--- config.mk ---
export PLATFORM = sky130hd
export DESIGN_NAME = cle_label_packer_flat
export DESIGN_NICKNAME = d
export VERILOG_FILES = /design/src/rtl/cle_label_packer_pkg.sv /design/src/rtl/cle_label_packer_if.sv /design/src/rtl/cle_label_packer_bbox_tracker.sv /design/src/rtl/cle_label_packer.sv /design/src/flat_wrapper.sv
export SDC_FILE = /design/constraint.sdc
export NUM_CORES = 1
export LEC_CHECK = 0
export CORE_ASPECT_RATIO = 0.7
export CORE_MARGIN = 2
export CORE_UTILIZATION = 57
export CTS_BUF_LIST = sky130_fd_sc_hd__clkbuf_2 sky130_fd_sc_hd__clkbuf_4 sky130_fd_sc_hd__clkbuf_8
export DETAILED_ROUTE_END_ITERATION = 8
export GPL_ROUTABILITY_DRIVEN = 0
export PLACE_DENSITY = 0.85
export SLEW_MARGIN = 20
export SYNTH_ARGS = -nofsm -noshare
export SYNTH_HDL_FRONTEND = slang
export SYNTH_HIERARCHICAL = 1
export SYNTH_SLANG_ARGS = --single-unit
--- constraint.sdc ---
create_clock -name clk -period 6.45 [get_ports clk]
set_input_delay 0.645 -clock clk [delete_from_list [all_inputs] [get_ports clk]]
set_output_delay 0.645 -clock clk [all_outputs]
set_load 0.01 [all_outputs]
--- src/rtl/cle_label_packer_pkg.sv ---
// Shared types, geometry constants and pixel-address helpers for the label packer.
package cle_label_packer_pkg;

  localparam int unsigned IMG_LOG2     = 5;
  localparam int unsigned IMG_DIM      = 32;
  localparam int unsigned PIX_PER_BYTE = 8;
  localparam int unsigned NUM_BYTES    = 128;
  localparam int unsigned PIX_ADDR_W   = 2 * IMG_LOG2;
  localparam int unsigned BYTE_ADDR_W  = PIX_ADDR_W - 3;

  typedef enum logic [1:0] {
    ST_IDLE,
    ST_READ,
    ST_EMIT,
    ST_DONE
  } st_e;

  typedef struct packed {
    logic [BYTE_ADDR_W-1:0]  a;
    logic [PIX_PER_BYTE-1:0] d;
  } byte_beat_t;

  function automatic logic [PIX_ADDR_W-1:0] pix_addr(input logic [BYTE_ADDR_W-1:0] byte_idx,
                                                     input logic [2:0]             bit_idx);
    return {byte_idx, bit_idx};
  endfunction

  function automatic logic [IMG_LOG2-1:0] pix_row(input logic [PIX_ADDR_W-1:0] pa);
    return pa[PIX_ADDR_W-1:IMG_LOG2];
  endfunction

  function automatic logic [IMG_LOG2-1:0] pix_col(input logic [PIX_ADDR_W-1:0] pa);
    return pa[IMG_LOG2-1:0];
  endfunction

endpackage

--- src/rtl/cle_label_packer_if.sv ---
// Packed-byte output stream: address/data qualified by valid, accepted on valid&ready.
interface cle_label_packer_if #(
  parameter int unsigned A_W = 7,
  parameter int unsigned D_W = 8
);
  logic [A_W-1:0] out_a;
  logic [D_W-1:0] out_d;
  logic           out_valid;
  logic           out_ready;

  modport master (output out_a, output out_d, output out_valid, input out_ready);
  modport slave  (input out_a, input out_d, input out_valid, output out_ready);
endinterface

--- src/rtl/cle_label_packer_bbox_tracker.sv ---
// Bounding box of all pixels hit during one scan; present only with CLE_BBOX_EN.
module cle_bbox_tracker
  import cle_label_packer_pkg::*;
#(
  parameter int unsigned DIM_LOG2 = 5
) (
  input  logic                clk,
  input  logic                reset,
  input  logic                clear,
  input  logic                pixel_hit,
  input  logic [DIM_LOG2-1:0] row,
  input  logic [DIM_LOG2-1:0] col,
  output logic [DIM_LOG2-1:0] min_row,
  output logic [DIM_LOG2-1:0] max_row,
  output logic [DIM_LOG2-1:0] min_col,
  output logic [DIM_LOG2-1:0] max_col,
  output logic                valid
);

  always_ff @(posedge clk or negedge reset) begin
    if (!reset) begin
      min_row <= '1;
      max_row <= '0;
      min_col <= '1;
      max_col <= '0;
      valid   <= 1'b0;
    end else if (clear) begin
      min_row <= '1;
      max_row <= '0;
      min_col <= '1;
      max_col <= '0;
      valid   <= 1'b0;
    end else if (pixel_hit) begin
      if (row < min_row) min_row <= row;
      if (row > max_row) max_row <= row;
      if (col < min_col) min_col <= col;
      if (col > max_col) max_col <= col;
      valid <= 1'b1;
    end
  end

endmodule

--- src/rtl/cle_label_packer.sv ---
// Scans the 32x32 label SRAM and streams a 1-bit-per-pixel mask of one label plus a hit count.
// Optional CLE_BBOX_EN adds bounding-box outputs of the matching pixels.
module cle_label_packer
  import cle_label_packer_pkg::*;
#(
  parameter int unsigned LBL_W    = 8,
  parameter int unsigned DIM_LOG2 = 5
) (
  input  logic                    clk,
  input  logic                    reset,
  input  logic                    start,
  input  logic [LBL_W-1:0]        label,
  output logic [2*DIM_LOG2-1:0]   sram_a,
  input  logic [LBL_W-1:0]        sram_q,
  cle_label_packer_if.master      stream,
  output logic                    busy,
  output logic                    done,
  output logic [2*DIM_LOG2:0]     pix_count
`ifdef CLE_BBOX_EN
  ,
  output logic [DIM_LOG2-1:0]     bbox_min_row,
  output logic [DIM_LOG2-1:0]     bbox_max_row,
  output logic [DIM_LOG2-1:0]     bbox_min_col,
  output logic [DIM_LOG2-1:0]     bbox_max_col,
  output logic                    bbox_valid
`endif
);

  localparam int unsigned ADDR_W    = 2 * DIM_LOG2;
  localparam int unsigned BYTE_A_W  = ADDR_W - 3;
  localparam int unsigned CNT_W     = ADDR_W + 1;
  localparam int unsigned LAST_BYTE = (1 << BYTE_A_W) - 1;

  st_e                     state;
  logic [LBL_W-1:0]        label_r;
  logic [BYTE_A_W-1:0]     byte_idx;
  logic [3:0]              k;
  logic [PIX_PER_BYTE-1:0] sh;
  logic [BYTE_A_W-1:0]     out_a_r;
  logic [PIX_PER_BYTE-1:0] out_d_r;
  logic                    out_valid_r;
  logic                    hit_c;
  logic                    start_acc_c;

  // sram_q at step k belongs to the address issued at step k-1
  assign hit_c       = (state == ST_READ) && (k != 4'd0) && (sram_q == label_r);
  assign start_acc_c = (state == ST_IDLE) && start;

  assign stream.out_a     = out_a_r;
  assign stream.out_d     = out_d_r;
  assign stream.out_valid = out_valid_r;

  always_ff @(posedge clk or negedge reset) begin
    if (!reset) begin
      state       <= ST_IDLE;
      label_r     <= '0;
      byte_idx    <= '0;
      k           <= '0;
      sh          <= '0;
      sram_a      <= '0;
      out_a_r     <= '0;
      out_d_r     <= '0;
      out_valid_r <= 1'b0;
      busy        <= 1'b0;
      done        <= 1'b0;
      pix_count   <= '0;
    end else begin
      done <= 1'b0;
      case (state)
        ST_IDLE: begin
          if (start) begin
            label_r   <= label;
            byte_idx  <= '0;
            k         <= '0;
            sh        <= '0;
            pix_count <= '0;
            sram_a    <= '0;
            busy      <= 1'b1;
            state     <= ST_READ;
          end
        end
        ST_READ: begin
          if (k < 4'd7) sram_a <= {byte_idx, 3'(k + 4'd1)};
          if (k != 4'd0) begin
            sh        <= {sh[PIX_PER_BYTE-2:0], hit_c};
            pix_count <= pix_count + CNT_W'(hit_c);
          end
          if (k == 4'd8) begin
            out_d_r     <= {sh[PIX_PER_BYTE-2:0], hit_c};
            out_a_r     <= byte_idx;
            out_valid_r <= 1'b1;
            state       <= ST_EMIT;
          end else begin
            k <= k + 4'd1;
          end
        end
        ST_EMIT: begin
          if (stream.out_ready) begin
            out_valid_r <= 1'b0;
            if (byte_idx == BYTE_A_W'(LAST_BYTE)) begin
              done  <= 1'b1;
              state <= ST_DONE;
            end else begin
              byte_idx <= byte_idx + BYTE_A_W'(1);
              sram_a   <= {byte_idx + BYTE_A_W'(1), 3'd0};
              k        <= '0;
              state    <= ST_READ;
            end
          end
        end
        ST_DONE: begin
          busy  <= 1'b0;
          state <= ST_IDLE;
        end
        default: state <= ST_IDLE;
      endcase
    end
  end

`ifdef CLE_BBOX_EN
  logic [PIX_ADDR_W-1:0] hit_addr_c;
  assign hit_addr_c = pix_addr(byte_idx, 3'(k - 4'd1));

  cle_bbox_tracker #(.DIM_LOG2(DIM_LOG2)) u_bbox (
    .clk       (clk),
    .reset     (reset),
    .clear     (start_acc_c),
    .pixel_hit (hit_c),
    .row       (pix_row(hit_addr_c)),
    .col       (pix_col(hit_addr_c)),
    .min_row   (bbox_min_row),
    .max_row   (bbox_max_row),
    .min_col   (bbox_min_col),
    .max_col   (bbox_max_col),
    .valid     (bbox_valid)
  );
`else
  logic unused_c;
  assign unused_c = start_acc_c;
`endif

endmodule

--- src/flat_wrapper.sv ---
// flat-port wrapper written by rule: the top's interface ports become plain ports
module cle_label_packer_flat import cle_label_packer_pkg::*;
#(
  parameter int unsigned LBL_W    = 8,
  parameter int unsigned DIM_LOG2 = 5
)
  (clk, reset, start, label, sram_a, sram_q, busy, done, pix_count, stream_out_a, stream_out_d, stream_out_valid, stream_out_ready);
  cle_label_packer_if #(.A_W(7), .D_W(8)) stream_i ();
  input  logic clk;
  input  logic reset;
  input  logic start;
  input  logic [LBL_W-1:0] label;
  output logic [2*DIM_LOG2-1:0] sram_a;
  input  logic [LBL_W-1:0] sram_q;
  output logic busy;
  output logic done;
  output logic [2*DIM_LOG2:0] pix_count;
  output wire logic [$bits(stream_i.out_a)-1:0] stream_out_a;
  output wire logic [$bits(stream_i.out_d)-1:0] stream_out_d;
  output wire logic [$bits(stream_i.out_valid)-1:0] stream_out_valid;
  input wire logic [$bits(stream_i.out_ready)-1:0] stream_out_ready;
  assign stream_out_a = stream_i.out_a;
  assign stream_out_d = stream_i.out_d;
  assign stream_out_valid = stream_i.out_valid;
  assign stream_i.out_ready = stream_out_ready;
  cle_label_packer #(.LBL_W(LBL_W), .DIM_LOG2(DIM_LOG2)) u_core (.clk(clk), .reset(reset), .start(start), .label(label), .sram_a(sram_a), .sram_q(sram_q), .stream(stream_i), .busy(busy), .done(done), .pix_count(pix_count));
endmodule
# Word-level counts from Yosys, hierarchy flattened
# Cells that the tools add are included.
totals:
  reg_bits: 67
  elab_cells: 80
classes:
  addsub: 3
  n_lt_le_gt_ge: 1
  eq_ne: 13
  n_mux: 33
  reduce_logical: 18
op_table:
  columns: ["operator", "n"]
  rows:
  - ["10-bit two-way mux", 4]
  - ["7-bit two-way mux", 5]
  - ["10-bit case mux with 3 select lines", 1]
  - ["7-bit case mux with 2 select lines", 2]
  - ["11-bit two-way mux", 2]
  - ["11-bit case mux with 2 select lines", 1]
  - ["4-bit two-way mux", 4]
  - ["2-bit inequality test, second input constant", 7]
  - ["4-bit case mux with 3 select lines", 1]
  - ["11-bit by 1-bit adder with 11-bit output", 1]
  - ["5-bit AND reduction", 2]
  - ["3-bit AND reduction", 3]
  - ["8-bit equality test", 1]
  - ["2-bit two-way mux", 4]
  - ["2-bit case mux with 4 select lines", 1]
  - ["2-bit nonzero test", 4]
  - ["7-bit by 1-bit adder with 7-bit output, second input constant", 1]
  - ["7-bit equality test, second input constant", 1]
  - ["1-bit two-way mux", 6]
  - ["2-bit AND reduction", 3]
  - ["4-bit by 1-bit adder with 4-bit output, second input constant", 1]
  - ["2-bit equality test, second input constant", 2]
  - ["4-bit equality test, second input constant", 1]
  - ["4-bit by 3-bit less-than comparator with 1-bit output, second input constant", 1]
  - ["other kinds (7)", 9]

# Depth between registers and ports, before layout
depth:
  ltp_word: 6
  mapped_depth: 11
  mapped_depth_nobuf: 11

# Worst setup path after synthesis
# No wires, ideal clock.
synth_path:
  path_kind: "register -> register"
  from: "register u_core.state[1]"
  to: "register u_core.pix_count[10]"
  t_arrival_ns: 2.308
  t_required_ns: 6.372
  setup_slack_ns: 4.063
  path_stages_with_launch: 11
  synth_period_minus_slack_ns: 2.387
  cell_sequence: "dfrtp_1 -> inv_1 -> ha_1 -> buf_2 -> o21ai_0 -> nor3_1 -> ha_1 -> ha_1 -> nand4_1 -> or4_1 -> a21oi_1"
synth_between:
  elab_chain_cells: 6
  elab_cells_between_ends: 11
  cone_classes: "add/sub: 1; eq/ne: 3; mux: 2; reduce/logical: 5"
synth_rtl:
  columns: ["item", "line_no", "source"]
  rows:
  - ["start, declared", "cle_label_packer.sv:34", "st_e state;"]
  - ["start signal, assigned", "cle_label_packer.sv:55", "state <= ST_IDLE;"]
  - ["start signal, assigned", "cle_label_packer.sv:79", "state <= ST_READ;"]
  - ["start signal, assigned", "cle_label_packer.sv:92", "state <= ST_EMIT;"]
  - ["2-bit by 1-bit equality test with 1-bit output", "cle_label_packer.sv:46", "assign hit_c = (state == ST_READ) && (k != 4'd0) && (sram_q == label_r);"]
  - ["1-bit logical AND (2 in series)", "cle_label_packer.sv:46", null]
  - ["via u_core.hit_c", "cle_label_packer.sv:42", "logic hit_c;"]
  - ["11-bit by 1-bit adder with 11-bit output", "cle_label_packer.sv:86", "pix_count <= pix_count + CNT_W'(hit_c);"]
  - ["11-bit two-way mux", "cle_label_packer.sv:84", "if (k != 4'd0) begin"]
  - ["11-bit case mux with 2 select lines", "cle_label_packer.sv:69", "case (state)"]
  - ["end signal, assigned", "cle_label_packer.sv:86", null]
  - ["end, declared", "cle_label_packer.sv:18", "output logic [2*DIM_LOG2:0] pix_count"]
# The timed path passes the listed nets, and every way through them passes these cells. The select of a mux whose other input is x is not followed.
# A chain may end at the register's enable or synchronous reset.

# Worst setup path in the final report
# Ends and elaborated chain as after synthesis.

==> impl_metrics.ini <==
[clock_network]
tritoncts = yes
numCtsBuffers = 9
ctsResizeCount = 0
clockBufferDepth = 2
clock_latency_ns = 0.35
cts-root-buf = clkbuf_8
cts_hold_buf = 0
cts.sinks = 67
htree_levels = 3
cts_setup_buffers = 0
path_clk_slew_ns = 0.08

[synthesis]
synth-seq-area-share = 0.4789
yosys_warnings = 6
synth_cell_types = 49
async_flop_share = 1.000
syn_nets = 368
synth_compound_area_frac = 0.09507
synth_fa_ha_area_frac = 0.03217
syn_avg_cell_area_um2 = 10.33
postSynthCellCount = 339
synth_top_area_cell = dfrtp_1
ys.flop_type = dfrtp_1
synth_top_area_share = 0.4789
yosysMostFrequentCell = dfrtp_1
synthTopCellsByArea = dfrtp_1 48%, mux2_2 11%, nand2_1 4.1%
synthSimpleGateAreaFrac = 0.1841
ys_ff_latch = 67
synth_xor_area_frac = 0.04003
synth_edf_count = 0
muxShareOfSynthArea = 0.1294
syn-cell-area_um2 = 3501
yosys-top-cells-count = 67 x dfrtp_1, 38 x nand2_1, 34 x mux2_2, 19 x nor2_1, 18 x nand3_1
synth_top_family_by_area = simple AND/OR/NAND/NOR gates

[cells_and_area]
syn2layout_area_growth_pct = 22.84
nets = 417
antennaDiodeCount = 0
drive_gt1_frac = 0.1425
multiInputGateArea_um2 = 1683
fillers = 411
register_area_um2 = 1677

[critical_path]
cp_max_fo = 30
crit_arrival_ns = 3.60
crit_type = reg2reg
critPathLaunchType = register
timing.rr.start = u_core/state[1]$_DFFE_PN0P_
crit_path_end_kind = register
required_ns = 6.71
r2r_cells = 9
rr_endpoint = u_core/pix_count[10]$_DFFE_PN0P_
rrSetupSlack_ns = 3.11

[global_route]
grt_max_degree = 68
grt_overflow = 0
track_usage = 0.2357
grt_pass1_wl_mm = 12.68
grt_antenna_before_repair = 0
grt_pass1_vias = 2508

[worst_hold_path]
hold_class = in2async

[floorplan]
ios = 59
core-area_um2 = 5813
start_util = 0.6022
fp.dieArea_um2 = 6795
die_height_um = 69.57
die_width_um = 97.67
placementRows = 23

[pwr]
leakage_nw = 1.859
share_comb_of_total_power = 0.351
seq_power_share = 0.374
p_int_mw = 0.9207
p_switching_mw = 0.5104
clkPwrFrac = 0.274
switching_share = 0.3566
powerDensity_nw_per_um2 = 332.8
power.total_mw = 1.431
peakVddDrop_mv = 0.2030

[route]
drtPass1Iterations = 5
num_vias = 2726
routedWlPerCell_um = 16.15
drt_iter0_markers = 242
drc = 0
vias_per_cell = 5.825
postRouteAntennaNets = 0
drt-total-wl_mm = 7.560

[placement]
io_buffers = 58
dp_hpwl_mm = 5.099

[sta]
finalCriticalPeriod_ns = 3.341
setup_viol = 0
tns_ns = 0
drv_slew = 0
worstMarginPinSlew_ns = 1.008
fmax_ghz = 0.2993
hold_viol = 0
fin_worst_skew_ns = 0.008466
min_period_over_period = 0.5181
rsz0062_at_grt = no
relSlewSlack = 0.3244

[flow_run]
cap_violations = 0

[outcome]
status = finished, final reports clean
[routing by layer]
layer	wire (µm)	track usage	vias up
met4	99	0.07253	0
met3	691	0.07258	12
li1	-	-	1298
met2	3172	0.3303	141
met1	3597	0.3512	1275
met5	0	0	-
[cells by family (layout without fill, tap and decap cells)]
group                      count (synthesis)  count (layout)
AOI/OAI and AO/OA                         52              52
xor gates and xnor gates                  16              16
adders and majority gates                  9               9
buffers and inverters                     31              85
DFF                                       67              67
muxes                                     41              41
and+or+nand+nor                          123             123
[placed cells by master (no fill, tap or decap), types with 4 or more instances in the layout]
master | Yosys | layout
nor2_1 | 19 | 19
dfrtp_1 | 67 | 67
a31oi_1 | 4 | 4
a21oi_1 | 7 | 7
nand3_1 | 18 | 18
xnor2_1 | 15 | 15
o21ai_0 | 16 | 16
ha_1 | 9 | 9
mux2i_1 | 7 | 7
nand2_1 | 38 | 38
o31ai_1 | 7 | 7
nor3_1 | 9 | 9
mux2_2 | 34 | 34
clkdlybuf4s50_1 | 0 | 57
nand2b_1 | 4 | 4
inv_1 | 9 | 9
nand4_1 | 4 | 4
clkbuf_8 | 0 | 10
nor2b_1 | 7 | 7
[state kept, by name, indices dropped and copies added, names as in the netlist]
register                 flops
u_core/busy                  1
u_core/byte_idx              7
u_core/done                  1
u_core/k                     4
u_core/label_r               8
u_core/pix_count            11
u_core/sh                    7
u_core/sram_a               10
u_core/state                 2
u_core/stream.out_a          7
u_core/stream.out_d          8
u_core/stream.out_valid      1
[power by group through the flow]
stage	registers [mW]	logic, mW	clock network (mW)
5_1_grt	0.544	0.552	0.423
2_1_floorplan	0.531	0.385	0
3_3_place_gp	0.540	0.479	0
6_report	0.536	0.503	0.393
4_1_cts	0.535	0.499	0.404
3_5_place_dp	0.542	0.494	0
[worst max path at each step]
stage	from	to	slack (ns)	depth (start not counted)
after global placement	u_core/state[1]$_DFFE_PN0P_	u_core/pix_count[10]$_DFFE_PN0P_	3.40	9
after floorplan	u_core/state[1]$_DFFE_PN0P_	u_core/pix_count[10]$_DFFE_PN0P_	4.06	10
after global routing	u_core/state[1]$_DFFE_PN0P_	u_core/pix_count[6]$_DFFE_PN0P_	2.84	10
after CTS	u_core/state[1]$_DFFE_PN0P_	u_core/pix_count[10]$_DFFE_PN0P_	3.16	9
after detailed placement	u_core/state[1]$_DFFE_PN0P_	u_core/pix_count[10]$_DFFE_PN0P_	3.23	9
final	u_core/state[1]$_DFFE_PN0P_	u_core/pix_count[10]$_DFFE_PN0P_	3.11	9
[final cells by class]
type	instances	area share
Multi-Input combinational cell	241	0.3913
Inverter	10	0.008729
Clock buffer	10	0.03200
Sequential cell	67	0.3899
Timing Repair Buffer	59	0.1356
Clock inverter	6	0.02066
Tap cell	75	0.02182
[worst max-delay path: stages, from the launching register on]
cell and delay (ns):
dfrtp_1 0.42, inv_1 0.10, ha_1 0.81, o21ai_0 0.20, nor3_1 0.38, ha_1 0.27
ha_1 0.20, nand4_1 0.17, or4_1 0.50, a21oi_1 0.20
[stage by stage]
stage                     hold WS, ns  area (µm²)  std cells  worst slack [ns]  utilization
after floorplan                0.3494        3501        339             4.064            -
after detailed placement       0.4770        4074        452             3.231       0.7008
after global placement         0.4638        4074        452             3.405       0.7008
after global routing           0.5202        4300        468             2.836       0.7398
final                          0.4735        4300        468             3.109       0.7398
after CTS                      0.4952        4300        468             3.162       0.7398
Power figures use the tool's default switching activity.
